`src/rtl/narwhal_vision_pkg.sv`:
```
// rtl/narwhal_vision_pkg.sv - shared types and helpers for the blob bounding-box tracker
package narwhal_vision_pkg;

    typedef logic [12:0] coord_t;
    typedef logic [19:0] count_t;

    localparam coord_t COORD_INIT_MIN = 13'h1FFF;
    localparam count_t COUNT_MAX      = 20'hFFFFF;

    typedef struct packed {
        coord_t x_min;
        coord_t x_max;
        coord_t y_min;
        coord_t y_max;
        count_t count;
    } bbox_t;

    // Empty box: min at the top of the range so the first hit always wins.
    localparam bbox_t BBOX_CLEAR = {COORD_INIT_MIN, 13'd0, COORD_INIT_MIN, 13'd0, 20'd0};

    typedef enum logic [1:0] {
        ST_SYNC,
        ST_ARMED,
        ST_ACTIVE
    } tracker_state_t;

    function automatic bbox_t bbox_add(input bbox_t b, input coord_t x, input coord_t y);
        bbox_t r;
        r = b;
        if (x < b.x_min) r.x_min = x;
        if (x > b.x_max) r.x_max = x;
        if (y < b.y_min) r.y_min = y;
        if (y > b.y_max) r.y_max = y;
        if (b.count != COUNT_MAX) r.count = b.count + 20'd1;
        return r;
    endfunction

endpackage

```
`src/rtl/blob_bbox_tracker_if.sv`:
```
// rtl/blob_bbox_tracker_if.sv - per-frame result handshake between tracker and consumer
interface blob_bbox_tracker_if;
    import narwhal_vision_pkg::*;

    coord_t      box_x_min;
    coord_t      box_x_max;
    coord_t      box_y_min;
    coord_t      box_y_max;
    logic [19:0] box_count;
    logic        box_found;
    logic        box_valid;
    logic        box_ready;
    logic        overrun;

    modport master (
        output box_x_min, box_x_max, box_y_min, box_y_max,
        output box_count, box_found, box_valid, overrun,
        input  box_ready
    );

    modport slave (
        input  box_x_min, box_x_max, box_y_min, box_y_max,
        input  box_count, box_found, box_valid, overrun,
        output box_ready
    );

endinterface

```
`src/rtl/pixel_color_match.sv`:
```
// rtl/pixel_color_match.sv - combinational "red enough" colour threshold test
module pixel_color_match #(
    parameter logic [7:0] R_MIN = 8'd150,
    parameter logic [7:0] G_MAX = 8'd90,
    parameter logic [7:0] B_MAX = 8'd90
) (
    input  logic [7:0] r,
    input  logic [7:0] g,
    input  logic [7:0] b,
    output logic       match
);

    assign match = (r >= R_MIN) && (g <= G_MAX) && (b <= B_MAX);

endmodule

```
`src/rtl/blob_bbox_tracker.sv`:
```
// rtl/blob_bbox_tracker.sv - accumulates the bounding box of matching pixels per frame
module blob_bbox_tracker
    import narwhal_vision_pkg::*;
#(
    parameter logic [7:0]  R_MIN      = 8'd150,
    parameter logic [7:0]  G_MAX      = 8'd90,
    parameter logic [7:0]  B_MAX      = 8'd90,
    parameter int          H_ACTIVE   = 640,
    parameter int          V_ACTIVE   = 480,
    parameter logic [19:0] MIN_PIXELS = 20'd64
) (
    input  logic                clk,
    input  logic                reset,
    input  logic                iVGA_HS,
    input  logic                iVGA_VS,
    input  coord_t              x_count,
    input  coord_t              y_count,
    input  logic [7:0]          iR,
    input  logic [7:0]          iG,
    input  logic [7:0]          iB,
    blob_bbox_tracker_if.master bus
);

    localparam coord_t H_LIM = coord_t'(H_ACTIVE);
    localparam coord_t V_LIM = coord_t'(V_ACTIVE);

    tracker_state_t state_q, state_d;
    bbox_t          acc_q, acc_d;
    bbox_t          res_q, res_d;
    logic           found_q, found_d;
    logic           valid_q, valid_d;
    logic           overrun_q, overrun_d;

    logic color_match;
    logic pixel_hit;

    pixel_color_match #(
        .R_MIN (R_MIN),
        .G_MAX (G_MAX),
        .B_MAX (B_MAX)
    ) u_color_match (
        .r     (iR),
        .g     (iG),
        .b     (iB),
        .match (color_match)
    );

    // VS is part of the qualifier, so the commit cycle never counts a pixel.
    assign pixel_hit = iVGA_HS && iVGA_VS && (x_count < H_LIM) && (y_count < V_LIM)
                       && color_match;

    always_comb begin
        state_d   = state_q;
        acc_d     = acc_q;
        res_d     = res_q;
        found_d   = found_q;
        valid_d   = valid_q && !bus.box_ready;
        overrun_d = overrun_q;

        case (state_q)
            ST_SYNC: begin
                acc_d = BBOX_CLEAR;
                if (!iVGA_VS) state_d = ST_ARMED;
            end
            ST_ARMED: begin
                acc_d = BBOX_CLEAR;
                if (iVGA_VS) state_d = ST_ACTIVE;
            end
            ST_ACTIVE: begin
                if (!iVGA_VS) begin
                    state_d = ST_ARMED;
                    acc_d   = BBOX_CLEAR;
                    res_d   = acc_q;
                    found_d = (acc_q.count >= MIN_PIXELS);
                    valid_d = 1'b1;
                    // An ack landing on the commit edge consumed the old result.
                    if (valid_q && !bus.box_ready) overrun_d = 1'b1;
                end else if (pixel_hit) begin
                    acc_d = bbox_add(acc_q, x_count, y_count);
                end
            end
            default: begin
                state_d = ST_SYNC;
                acc_d   = BBOX_CLEAR;
            end
        endcase
    end

    always_ff @(posedge clk or negedge reset) begin
        if (!reset) begin
            state_q   <= ST_SYNC;
            acc_q     <= BBOX_CLEAR;
            res_q     <= BBOX_CLEAR;
            found_q   <= 1'b0;
            valid_q   <= 1'b0;
            overrun_q <= 1'b0;
        end else begin
            state_q   <= state_d;
            acc_q     <= acc_d;
            res_q     <= res_d;
            found_q   <= found_d;
            valid_q   <= valid_d;
            overrun_q <= overrun_d;
        end
    end

    assign bus.box_x_min = res_q.x_min;
    assign bus.box_x_max = res_q.x_max;
    assign bus.box_y_min = res_q.y_min;
    assign bus.box_y_max = res_q.y_max;
    assign bus.box_count = res_q.count;
    assign bus.box_found = found_q;
    assign bus.box_valid = valid_q;
    assign bus.overrun   = overrun_q;

endmodule
```
`src/flat_wrapper.sv`:
```
// flat-port wrapper written by rule: the top's interface ports become plain ports
module blob_bbox_tracker_flat import narwhal_vision_pkg::*;
#(
    parameter logic [7:0]  R_MIN      = 8'd150,
    parameter logic [7:0]  G_MAX      = 8'd90,
    parameter logic [7:0]  B_MAX      = 8'd90,
    parameter int          H_ACTIVE   = 640,
    parameter int          V_ACTIVE   = 480,
    parameter logic [19:0] MIN_PIXELS = 20'd64
)
  (clk, reset, iVGA_HS, iVGA_VS, x_count, y_count, iR, iG, iB, bus_box_x_min, bus_box_x_max, bus_box_y_min, bus_box_y_max, bus_box_count, bus_box_found, bus_box_valid, bus_overrun, bus_box_ready);
  blob_bbox_tracker_if bus_i ();
  input  logic clk;
  input  logic reset;
  input  logic iVGA_HS;
  input  logic iVGA_VS;
  input  coord_t x_count;
  input  coord_t y_count;
  input  logic [7:0] iR;
  input  logic [7:0] iG;
  input  logic [7:0] iB;
  output wire logic [$bits(bus_i.box_x_min)-1:0] bus_box_x_min;
  output wire logic [$bits(bus_i.box_x_max)-1:0] bus_box_x_max;
  output wire logic [$bits(bus_i.box_y_min)-1:0] bus_box_y_min;
  output wire logic [$bits(bus_i.box_y_max)-1:0] bus_box_y_max;
  output wire logic [$bits(bus_i.box_count)-1:0] bus_box_count;
  output wire logic [$bits(bus_i.box_found)-1:0] bus_box_found;
  output wire logic [$bits(bus_i.box_valid)-1:0] bus_box_valid;
  output wire logic [$bits(bus_i.overrun)-1:0] bus_overrun;
  input wire logic [$bits(bus_i.box_ready)-1:0] bus_box_ready;
  assign bus_box_x_min = bus_i.box_x_min;
  assign bus_box_x_max = bus_i.box_x_max;
  assign bus_box_y_min = bus_i.box_y_min;
  assign bus_box_y_max = bus_i.box_y_max;
  assign bus_box_count = bus_i.box_count;
  assign bus_box_found = bus_i.box_found;
  assign bus_box_valid = bus_i.box_valid;
  assign bus_overrun = bus_i.overrun;
  assign bus_i.box_ready = bus_box_ready;
  blob_bbox_tracker #(.R_MIN(R_MIN), .G_MAX(G_MAX), .B_MAX(B_MAX), .H_ACTIVE(H_ACTIVE), .V_ACTIVE(V_ACTIVE), .MIN_PIXELS(MIN_PIXELS)) u_core (.clk(clk), .reset(reset), .iVGA_HS(iVGA_HS), .iVGA_VS(iVGA_VS), .x_count(x_count), .y_count(y_count), .iR(iR), .iG(iG), .iB(iB), .bus(bus_i));
endmodule
```
`config.mk`:
```
export PLATFORM = sky130hd
export DESIGN_NAME = blob_bbox_tracker_flat
export DESIGN_NICKNAME = d
export VERILOG_FILES = /design/src/rtl/narwhal_vision_pkg.sv /design/src/rtl/blob_bbox_tracker_if.sv /design/src/rtl/pixel_color_match.sv /design/src/rtl/blob_bbox_tracker.sv /design/src/flat_wrapper.sv
export SDC_FILE = /design/constraint.sdc
export NUM_CORES = 1
export LEC_CHECK = 0
export ABC_AREA = 1
export BUFFER_PORTS_ARGS = -buffer_cell sky130_fd_sc_hd__buf_2
export CORE_MARGIN = 2
export CORE_UTILIZATION = 40
export CTS_BUF_LIST = sky130_fd_sc_hd__clkbuf_16
export DETAILED_ROUTE_END_ITERATION = 7
export GPL_TIMING_DRIVEN = 0
export HOLD_SLACK_MARGIN = 0.05
export MAX_ROUTING_LAYER = met4
export PLACE_DENSITY = 0.71
export REMOVE_ABC_BUFFERS = 1
export SLEW_MARGIN = 5
export SYNTH_ARGS = -nofsm -noshare
export SYNTH_HDL_FRONTEND = slang
export SYNTH_SLANG_ARGS = --single-unit
```
`constraint.sdc`:
```
create_clock -name clk -period 2 [get_ports clk]
set_input_delay 0.1 -clock clk [delete_from_list [all_inputs] [get_ports clk]]
set_output_delay 0.1 -clock clk [all_outputs]
set_load 0.005 [all_outputs]
```
# Word level (Yosys, flattened, before mapping)
# Index checks and enable logic that the tools add are counted.
[totals] reg_bits=149 wordCells=68
[op_classes] muxes=13 reduce_logical=18 n_bitwise=1 order_cmp=10 n_eq_ne=11 n_addsub=1
[ops] cell="two-way mux 72 bit" count=3
[ops] cell="two-way mux 13 bit" count=4
[ops] cell="greater-than comparator 13 bit" count=2
[ops] cell="< comparator 13 bit" count=2
[ops] cell="adder 20 x 1 -> 20 bit, second input constant" count=1
[ops] cell="greater-or-equal comparator 20 x 7 -> 1 bit, second input constant" count=1
[ops] cell="two-way mux 20 bit" count=1
[ops] cell="!= test 20 bit, second input constant" count=1
[ops] cell="!= test 3 x 2 -> 1 bit, second input constant" count=6
[ops] cell="less-or-equal comparator 8 x 7 -> 1 bit, second input constant" count=2
[ops] cell="AND reduction 2 bit" count=7
[ops] cell="< comparator 13 x 10 -> 1 bit, second input constant" count=1
[ops] cell="< comparator 13 x 9 -> 1 bit, second input constant" count=1
[ops] cell="greater-or-equal comparator 8 bit, second input constant" count=1
[ops] cell="logical AND 1 bit" count=7
[ops] cell="two-way mux 2 bit" count=2
[ops] cell="!= test 2 bit, second input constant" count=2
[ops] cell="one-hot mux 2 bit (2 select lines)" count=1
[ops] cell="AND reduction 3 bit" count=1
[ops] cell="== test 2 x 1 -> 1 bit, second input constant" count=1
[ops] cell="== test 2 bit, second input constant" count=1
[ops] cell="logical NOT 2 bit" count=1
[ops] cell="two-way mux 1 bit" count=2
[ops] cell="OR reduction 2 bit" count=1
[ops] cell="other kinds (2)" count=2

# Depth between registers and ports, before layout
[logic_depth] word_depth=7 mapped_depth=14 mapped_depth_nobuf=13

# Cells and area by module
# Synthesis repeated with hierarchy kept, for this count alone.
[unflattened] cells_unflattened=976 area_unflattened_um2=8013.9
[by_module_without_submodules] mod="blob_bbox_tracker" area_per_inst_um2=7910.1 instances=1 seq_area_each_um2=3793.6 cells_each=951
[by_module_without_submodules] mod="pixel_color_match" area_per_inst_um2=103.8 instances=1 seq_area_each_um2=0.0 cells_each=25

# Worst setup path after synthesis
# No wires, ideal clock.
[synth_path] path_type="flip-flop to flip-flop" start="reg u_core.acc_q[37] (netlist bit)" end="reg u_core.acc_q[36] (netlist bit)" synth_period_minus_slack_ns=1.902 arrival_ns=1.839 n_path_buf=1 setup_ns=0.063 path_slack_ns=0.098 path_stages_with_launch=15 t_required_ns=1.937 path_cell_list="dfstp_2 > inv_1 > ha_1 > nand2_1 > inv_1 > nand2_1 > nand2_1 > nor2_1 > nor2_1 > nor2_2 > nand2_1 > buf_2 > nand2_1 > nand2_1 > nand2_1"
[synth_between] elab_chain_cells=3
[synth_rtl] element="from (decl)" line="blob_bbox_tracker.sv:28" source="bbox_t acc_q, acc_d;"
[synth_rtl] element="from (signal assigned)" line="blob_bbox_tracker.sv:92" source="acc_q <= BBOX_CLEAR;"
[synth_rtl] element="from (signal assigned)" line="blob_bbox_tracker.sv:99" source="acc_q <= acc_d;"
[synth_rtl] element="< comparator 13 bit" line="narwhal_vision_pkg.sv:32" source="if (y < b.y_min) r.y_min = y;"
[synth_rtl] element="!= test 3 x 2 -> 1 bit (no line)"
[synth_rtl] element="AND reduction 2 bit (no line)"
# Every way passes these cells.
# A chain may end at the register's enable or synchronous reset.

# Worst setup path after layout
[layout_path] start="reg u_core.acc_q[37] (netlist bit)" end="reg u_core.acc_q[39] (netlist bit)"
# The elaborated chain is that of the path after synthesis.

==> metrics <==
vias in the first global route 6973; WL final 21.8 mm; R2R Path End u_core.acc_q[39]; DRC viols 0; Die Area 0.0213 mm²; number of vias per cell 4.91; Critical path origin u_core.acc_q[37]; worst slew pin tran 0.947 ns; syn_area_per_cell 7.72 µm²; Worst VDD drop 0.551 mV; final setup vio count 0; post-route ant nets 0; pwr/cell area 763 mW/mm²; first-pass GRT wire length 34.6 mm; WS Path Type reg2reg; gpl congestion 0.845; Netlist cell types 25; crit-path max cell delay 0.52 ns; clk slew on worst S/H paths 0.06 ns; status complete, no violations; CTS Buf Count 17; Tot Pwr 8.08 mW; fillcell total 1798; htree depth 4; FMAX 0.503 GHz; Die X-Extent 146 µm; final worst path period share 99.5%; Rel. slew slack 36.8%; Leak 5.45 nW; Root Buffer clkbuf_16; worst r2r src u_core.acc_q[37]; post-route insts no fill 1484; hold crit path type in2reg; RSZ-0062 raised after global routing true; R2R setup slack 0.01 ns; antenna violations before repair 1; area grow syn2layout 31.8%; startpoint types flop; Hold EP u_core.acc_q[33]; sequential share of the synthesized area 47.2%; Yosys Warn Count 0; via count 7292; worst path arrival time 2.32 ns; DRT iter0 DRCs 509; CP max FO 6; total grt overflow 0; Final Hold Violating Endpoints 0; Worst Min Path Start y_count[0]; Skew-Pair Late Insertion Delay 0.42 ns; DR WL/cell 14.7 µm; commonest non-fill, non-tap cell in the layout nand2_1; Worst Clk Skew 0.00595 ns; DRT Pass-1 Iters 5; #FFs+latches synth 149; min Tclk post-route 1.99 ns; Synth Instances 1042; share of cells above drive strength 1 27.7%; Bufs on Longest Clock Path 2; Synth Cell Area 0.00804 mm²; max-slew violations 0; final core utilization 54.1%; core region area 0.0196 mm²; Post-Route Setup TNS 0 ns; Placed Instances 1398; Global Route Usage Sum 20.8%; Final #Nets 1311; row count 51; IO buf count 128; CP Cell Sequence inv_2 -> ha_4 -> nand2_4 -> inv_1 -> nand2_1 -> nand2_2 -> nor2_4 -> nor2_4 -> nor2_4 -> buf_12 -> buf_6 -> nand3_1 -> nand2_1 -> nand2_1; CTS tree built; Initial Utilization 41.0%; CP max-delay cell dfstp_2; worst hold slack 0.0687 ns; Worst EP required 2.33 ns; reg2reg path depth 14; chip height 146 µm; most frequent cells in the layout nand2_1, buf_2, inv_1, dfrtp_1, nand3_1; Ports 130; CTS sink count 149; crit end category flop; largest net degree at the start of global routing 91; HPWL after detailed placement 13.4 mm; worst hold path depth 5; maxcap violations 0
## registers in the layout (all words and copies together) (netlist names), 2 cells and up
signal and flops:
u_core.acc_q 72, u_core.bus.box_count 20, u_core.bus.box_x_max 13, u_core.bus.box_x_min 13, u_core.bus.box_y_max 13, u_core.bus.box_y_min 13, u_core.state_q 2
## cells in the mapped netlist
cell type / instances / area, µm²
nand2_1: 367 / 1380
dfrtp_1: 97 / 2430
nor3_1: 27 / 135
nand2_4: 3 / 33.8
dfstp_2: 52 / 1370
nor2_4: 3 / 33.8
nor4_1: 3 / 18.8
o21a_1: 2 / 15.0
nand2_2: 3 / 18.8
nand4_1: 14 / 87.6
nor2_1: 63 / 236
inv_1: 130 / 488
nor3b_1: 2 / 15.0
nand3_1: 77 / 385
xor2_1: 8 / 70.1
a21oi_1: 28 / 140
o21ai_0: 69 / 345
buf_1: 4 / 15.0
clkbuf_1: 27 / 101
ha_1: 52 / 651
buf_4: 1 / 7.51
o31ai_1: 1 / 7.51
buf_6: 3 / 33.8
nor2_2: 1 / 6.26
buf_2: 5 / 25.0
## worst max-delay path, delay by kind of cell, from the launching register on
kind | cells | cell delay, ns
flops | 1 | 0.52
simple gates | 9 | 0.79
fa+ha+maj | 1 | 0.23
buf+inv | 4 | 0.35
## stage by stage
step           worst slack [ns]  area (µm²)
4_1_cts                 0.00211       10100
5_1_grt                 -0.0764       10600
3_5_place_dp              -1.24        8930
3_3_place_gp              -5.00        8830
6_report                 0.0105       10600
2_1_floorplan             -2.20        7860
## report_power, final
part           internal [mW]  total [mW]  switching (mW)
sequential              3.33        3.43          0.0996
clock                   2.36        3.68            1.33
combinational          0.407       0.967           0.560
## metal layers
layer | wire length, µm | global-route usage [%] | vias up
li1 | - | - | 3625
met1 | 9760 | 26.7 | 3427
met2 | 10700 | 33.5 | 203
met3 | 912 | 3.39 | 37
met4 | 461 | 6.91 | 0
met5 | 0 | - | -
## worst max-delay path by stage
stage / to / slack [ns] / depth (start not counted)
after floorplan: u_core.acc_q[46] / -2.20 / 7
after global placement: u_core.acc_q[47] / -5.00 / 7
after detailed placement: u_core.acc_q[47] / -1.24 / 7
after CTS: u_core.acc_q[36] / 0.002 / 14
after global routing: u_core.acc_q[39] / -0.08 / 14
final: u_core.acc_q[39] / 0.01 / 14
## what timing repair did
| action | CTS | global route |
|---|---|---|
| setup endpoints to repair | 147 | 63 |
| gates cloned | 4 | 2 |
| hold buffers | 15 | 0 |
| gates resized for setup | 32 | 70 |
| endpoints found under the hold margin | 90 | 0 |
| buffers inserted | 20 | 11 |
| pin swaps | 8 | 27 |
## final cells by class
cell class                 instances  area [µm²]  share of cell area, %
multi-input combinational        726        4050                   38.2
tap                              265         332                   3.13
antenna                            2        5.00                 0.0472
clock inverter                    15         251                   2.37
sequential                       149        3800                   35.8
inverter                         130         500                   4.72
timing repair buffer             178        1220                   11.5
timing repair inverter             2        12.5                  0.118
clock buffer                      17         425                   4.02
## cell families (layout without fill, tap and decap cells)
family	Yosys count	after routing	share of synthesized area (%)
AOI/OAI and AO/OA	100	100	6.32
xor gates and xnor gates	8	8	0.871
adders and majority gates	52	52	8.09
buffers and inverters	170	342	8.34
DFF	149	149	47.2
other	0	2	0
and+or+nand+nor	563	566	29.2
Note: power is estimated with default switching activity, not from simulation.
